<file path="config.mk">
export PLATFORM = sky130hd
export DESIGN_NAME = gray_counter
export DESIGN_NICKNAME = d
export VERILOG_FILES = /design/src/rtl/gray_counter.sv
export SDC_FILE = /design/constraint.sdc
export NUM_CORES = 1
export LEC_CHECK = 0
export ABC_AREA = 1
export BUFFER_PORTS_ARGS = -buffer_cell sky130_fd_sc_hd__buf_2
export CAP_MARGIN = 25
export CORE_AREA = 4 4 41 43
export CTS_BUF_LIST = sky130_fd_sc_hd__clkbuf_2 sky130_fd_sc_hd__clkbuf_4 sky130_fd_sc_hd__clkbuf_8
export DETAILED_ROUTE_END_ITERATION = 12
export DIE_AREA = 0 0 45 47
export GPL_TIMING_DRIVEN = 0
export HOLD_SLACK_MARGIN = 0.15
export PLACE_DENSITY = 0.66
export SLEW_MARGIN = 25
export SYNTH_ARGS = -nofsm -noshare
export SYNTH_HDL_FRONTEND = slang
export SYNTH_SLANG_ARGS = --single-unit
export TNS_END_PERCENT = 50
</file>
<file path="constraint.sdc">
create_clock -name clk_i -period 1.86 [get_ports clk_i]
set_clock_uncertainty 0.15 [all_clocks]
set_input_delay 0.372 -clock clk_i [delete_from_list [all_inputs] [get_ports clk_i]]
set_output_delay 0.372 -clock clk_i [all_outputs]
set_load 0.02 [all_outputs]
</file>
<file path="src/rtl/gray_counter.sv">
// Registered binary/Gray up/down counter with wrap or saturate at the range ends.
// The binary and Gray outputs both come straight from flops and change on the same edge.
module gray_counter #(
    parameter int WIDTH    = 4,
    parameter int SATURATE = 0
) (
    input  logic             clk_i,
    input  logic             rst_i,
    input  logic             clr_i,
    input  logic             load_i,
    input  logic [WIDTH-1:0] load_val_i,
    input  logic             en_i,
    input  logic             up_i,
    output logic [WIDTH-1:0] bin_o,
    output logic [WIDTH-1:0] gray_o,
    output logic             tc_o
);

    localparam logic [WIDTH-1:0] ONE     = {{(WIDTH-1){1'b0}}, 1'b1};
    localparam logic [WIDTH-1:0] ZERO    = '0;
    localparam logic [WIDTH-1:0] MAX_VAL = '1;
    localparam bit               SAT     = (SATURATE != 0);

    logic [WIDTH-1:0] r_bin;
    logic [WIDTH-1:0] r_gray;
    logic             r_tc;

    logic [WIDTH-1:0] w_bin_nxt;
    logic [WIDTH-1:0] w_gray_nxt;
    logic             w_tc_nxt;
    logic             w_at_max;
    logic             w_at_min;

    assign w_at_max = (r_bin == MAX_VAL);
    assign w_at_min = (r_bin == ZERO);

    // Priority: clear, then load, then count; tc only on a terminal step.
    always_comb begin
        w_bin_nxt = r_bin;
        w_tc_nxt  = 1'b0;
        if (clr_i) begin
            w_bin_nxt = ZERO;
        end else if (load_i) begin
            w_bin_nxt = load_val_i;
        end else if (en_i) begin
            if (up_i) begin
                if (w_at_max) begin
                    w_tc_nxt  = 1'b1;
                    w_bin_nxt = SAT ? MAX_VAL : ZERO;
                end else begin
                    w_bin_nxt = r_bin + ONE;
                end
            end else begin
                if (w_at_min) begin
                    w_tc_nxt  = 1'b1;
                    w_bin_nxt = SAT ? ZERO : MAX_VAL;
                end else begin
                    w_bin_nxt = r_bin - ONE;
                end
            end
        end
    end

    // Gray is encoded from the next binary value so both registers agree every cycle.
    assign w_gray_nxt = w_bin_nxt ^ (w_bin_nxt >> 1);

    always_ff @(posedge clk_i or posedge rst_i) begin
        if (rst_i) begin
            r_bin  <= ZERO;
            r_gray <= ZERO;
            r_tc   <= 1'b0;
        end else begin
            r_bin  <= w_bin_nxt;
            r_gray <= w_gray_nxt;
            r_tc   <= w_tc_nxt;
        end
    end

    assign bin_o  = r_bin;
    assign gray_o = r_gray;
    assign tc_o   = r_tc;

endmodule

</file>
# Yosys cells after proc, flatten, opt, wreduce, memory -nomap -nowiden
# Index checks and enable logic that the tools add are counted.
# word_totals
regBits,9
input_bits,10
out_inout_bits,9
word_cells,20
# op_classes
add_sub_neg,2
n_eq_ne,1
mux,12
bitwise,1
reduce_logical,1
# op_table
op,n
$mux 4,6
$mux 1,6
$add 4x1->4 const B,1
$eq 4x4->1 const B,1
$logic_not 4->1,1
$sub 4x1->4 const B,1
$xor 4x3->4,1

# Depth between registers and ports, before layout
# depth
depth_word,7
depth_mapped,11
ltp_nobuf,11

# Worst setup path before layout
# OpenSTA, ideal clock, no wires.
# synth_timing
kind,reg-to-reg
from,register r_bin[0] (netlist: bin_o[0])
to,register r_gray[1] (netlist: gray_o[1])
setup_ns,0.123
arrival_ns,1.450
required_time_ns,1.587
slack_ns,0.136
stages_incl_launch_ff,7
path_buffers,0
synth_period_minus_slack_ns,1.724
path_cell_list,dfrtp_1 -> inv_1 -> ha_1 -> xor2_1 -> o21ai_0 -> nand2_1 -> xor2_1
# synth_between
elab_chain_cells,7
elab_cells_between_ends,11
cone_classes,add/sub (2); eq/ne (1); mux (6); bitwise (1); reduce/logical (1)
# synth_rtl
element,line_no,rtl
"start, declared",24,logic [WIDTH-1:0] r_bin;
"start signal, assigned",73,r_bin <= w_bin_nxt;
"$sub 4x1->4, or another cell as far along",58,w_bin_nxt = r_bin - ONE;
"$mux 4, on equally long branches","54, 47",
$mux 4 *,46,if (up_i) begin
$mux 4 *,45,end else if (en_i) begin
$mux 4 *,43,end else if (load_i) begin
$mux 4 *,41,if (clr_i) begin
$xor 4x3->4 *,65,assign w_gray_nxt = w_bin_nxt ^ (w_bin_nxt >> 1);
net w_gray_nxt[1],29,logic [WIDTH-1:0] w_gray_nxt;
"end signal, assigned",74,r_gray <= w_gray_nxt;
"end, declared",25,logic [WIDTH-1:0] r_gray;
# The timed path passes the listed nets; every way through them passes the cells marked *.

# Worst setup path in the final report
# layout_timing
from,register r_bin[1] (netlist: bin_o[1])
to,register r_gray[1] (netlist: gray_o[1])
# layout_between
elab_chain_cells,7
elab_cells_between_ends,11
cone_classes,add/sub (2); eq/ne (1); mux (6); bitwise (1); reduce/logical (1)
# layout_rtl
element,line_no
"$sub 4x1->4, or another cell as far along",58
"$mux 4, on equally long branches","54, 47"
$mux 4,46
$mux 4 *,45
$mux 4 *,43
$mux 4 *,41
$xor 4x3->4 *,65
net w_gray_nxt[1],29
# Marked as above.

==> results.md <==
- Logic pwr share: 30.0%
- Vias after detailed routing: 532
- CTS tree: yes
- Global-route wire length before repair: 1950 um
- Die Y: 47 um
- Crit path DAT: 1.65 ns
- Die X: 45 um
- Simple-Gate Fraction of Synth Area: 36.2%
- Final Max Tran Viols: 0
- Max IR drop VDD: 0.459 mV
- RSZ-0062 raised after global routing: no
- Synthesis Warnings: 0
- Syn nets: 87
- Synth top area cells: dfrtp_1, nand2_1, nand3_1
- CTS Buf Count: 3
- Critical R2R Launch: bin_o[1]
- CTS HTree Levels: 1
- Critical Path End Type: flop
- PD cells: 703 mW/mm^2
- Compound-cell area share of the yosys netlist: 6.90%
- Area Overhead vs Synth: 27.1%
- Row Count: 13
- Synth Register Bits: 8
- Vias in the first global route: 499
- Hold violation count in the final report: 0
- Post-place instance area: 634 um^2
- Critical Path RT: 1.83 ns
- Min-delay src: load_i
- Syn Area/Cell: 7.01 um^2
- TritonCTS sink count: 8
- Routing usage on met2: 20.3%
- Period minus WS final: 1.68 ns
- Hold WS: 0.208 ns
- Number of diodes: 0
- Largest family of logic cells by synthesized area: simple AND/OR/NAND/NOR gates
- Min-Delay Endpoint: tc_o
- Global Route Usage Sum: 12.4%
- Share of layout cells above drive strength 1: 26.8%
- Initial antenna violation count: 0
- Initial DRC count: 23
- Slew Limit Headroom: 73.3%
- Post-synthesis sequential area ratio: 38.1%
- Share of power burned in the clock network: 26.3%
- DRC: 0
- Reg2reg path depth: 6
- Vias per inst: 4.75
- Setup CP Type: flop to flop
- GP Congestion: 0.777
- Hold Path Stages: 2
- Worst Tran Pin Value: 0.390 ns
- # IOs: 19
- CTS root buf: clkbuf_4
- Skew-Pair Late Insertion Delay: 0.24 ns
- Cells after synthesis: 75
- Sw Pwr: 0.000153 W
- Commonest cells in the netlist: nand2_1, inv_1, nand3_1, nor2_1, dfrtp_1
- Fin Setup TNS: 0 ns
- Most used routing layer: met2
- Post-synth top flop: dfrtp_1
- Clk buf depth: 2
- R2r setup slk: 0.18 ns
- EDFF count, synth: 0
- Post-synth cell types: 17
- Seq pwr share: 43.8%
- Int Power: 0.000317 W
- Area leader, netlist: dfrtp_1
- Endpoints failing setup: 0
- Setup Buffers After CTS: 0
- Clock-pin slew on the worst setup and hold paths: 0.05 ns
- TritonRoute pass-1 iters: 4
- Met1 Resource Use GR: 16.7%
- Total core area: 0.00130 mm^2
- Post-Synth Adder-Cell Area: 4.76%
- Mapped Area: 526 um^2
- Starting Density: 40.4%
- Synth async-reset ratio: 100%
- CP Launch Type: flop
- Status: finished, final reports clean
- Met3 Usage GRT: 3.45%
- Fmax: 595 MHz
- Max-cap viol count: 0
- Hold Path Class: primary input to flop
- DRT Wirelength: 1170 um
- Wire length per cell: 10.5 um
- Crit Reg-Reg Endpoint: gray_o[1]
- Synth top area share: 38.1%
- Final ANT Viol Nets: 0
- Largest net degree at the start of global routing: 9
- Die ar.: 0.00212 mm^2
- Mux share of post-synthesis cell area: 0%
- Switching Share: 32.5%
- Crit path max fanout: 7
- Static Leak: 0.395 nW
- Detail Placement HPWL: 916 um
- Design area: 668 um^2
- Total gr overflow: 0
- Filler Cell Count: 146
- XOR/XNOR share of the synthesized area: 3.33%
- Period Utilization, post-route: 90.3%
- Nets@finish: 111
- Count leader, synth: nand2_1
- Port buffer count: 18
metrics by stage:
step,worst slack (ns),std cells,power (W),util (%)
6_report,0.180,112,0.000470,51.3
5_1_grt,0.0657,112,0.000505,51.3
4_1_cts,0.122,112,0.000477,51.2
3_5_place_dp,0.136,108,0.000348,48.8
3_3_place_gp,0.123,108,0.000345,48.8
2_1_floorplan,0.136,75,0.000300,-
power by group through the flow:
| stage | combinational, W | clock (W) | sequential (W) |
|---|---|---|---|
| detailed placement | 0.000139 | 0 | 0.000208 |
| global placement | 0.000137 | 0 | 0.000208 |
| global route | 0.000160 | 0.000137 | 0.000208 |
| floorplan | 0.0000725 | 0 | 0.000228 |
| finish | 0.000141 | 0.000123 | 0.000205 |
| CTS | 0.000142 | 0.000130 | 0.000205 |
per-layer routing:
metal | vias up | wire, um
met3 | 0 | 64
met5 | - | 0
met4 | 0 | 0
met1 | 238 | 531
met2 | 14 | 576
li1 | 280 | -
layout make-up:
cell class,count,area [um^2],share of cell area (%)
multi-input cells,53,269,40.3
plain buffers,1,7.51,1.12
repair buffers,19,100,15.0
inverters,13,48.8,7.30
clock buffers,3,22.5,3.37
well taps,15,18.8,2.81
flip-flops and latches,8,201,30.1
registers in the layout (all words and copies together) (netlist names):
name / flops
tc_o: 1
gray_o: 3
bin_o: 4
worst max-delay path, cell delays in order (launching register included):
cell	delay [ns]
dfrtp_1	0.47
inv_1	0.07
ha_1	0.28
xor2_1	0.14
o21ai_0	0.15
nand2_1	0.12
xor2_1	0.18
cell families (layout without fill, tap and decap cells):
kind of cell	after synthesis	count (layout)
AOI/OAI and AO/OA	6	6
buffers and inverters	14	36
and+or+nand+nor	43	43
adders and majority gates	2	2
DFF	8	8
xor gates and xnor gates	2	2
worst max path at each step:
stage	to	cells after the start	from	slack (ns)
floorplan	gray_o[1]	6	bin_o[0]	0.14
global placement	gray_o[1]	6	bin_o[0]	0.12
detailed placement	gray_o[1]	6	bin_o[0]	0.14
CTS	gray_o[1]	6	bin_o[0]	0.12
global route	gray_o[2]	9	bin_o[1]	0.07
finish	gray_o[1]	6	bin_o[1]	0.18
cell usage in the layout (no fill, tap or decap):
cell type	count
a2111oi_0	1
dfrtp_1	7
nand2_2	1
o211ai_1	1
inv_1	12
inv_2	1
buf_2	18
clkbuf_4	3
nand2_1	19
nand4_1	2
a21oi_1	2
dfrtp_2	1
nor2_1	9
nand3_2	1
or2_1	1
ha_1	2
nand3_1	10
o21ai_0	2
buf_4	1
dlygate4sd3_1	1
xor2_1	2
repair_timing:
| item | CTS | global route |
|---|---|---|
| hold buffers | 1 | 0 |
| gates resized for setup | 0 | 1 |
| endpoints found under the hold margin | 8 | 0 |
| endpoints found under the setup margin | 0 | 1 |
Power figures use the tool's default switching activity.
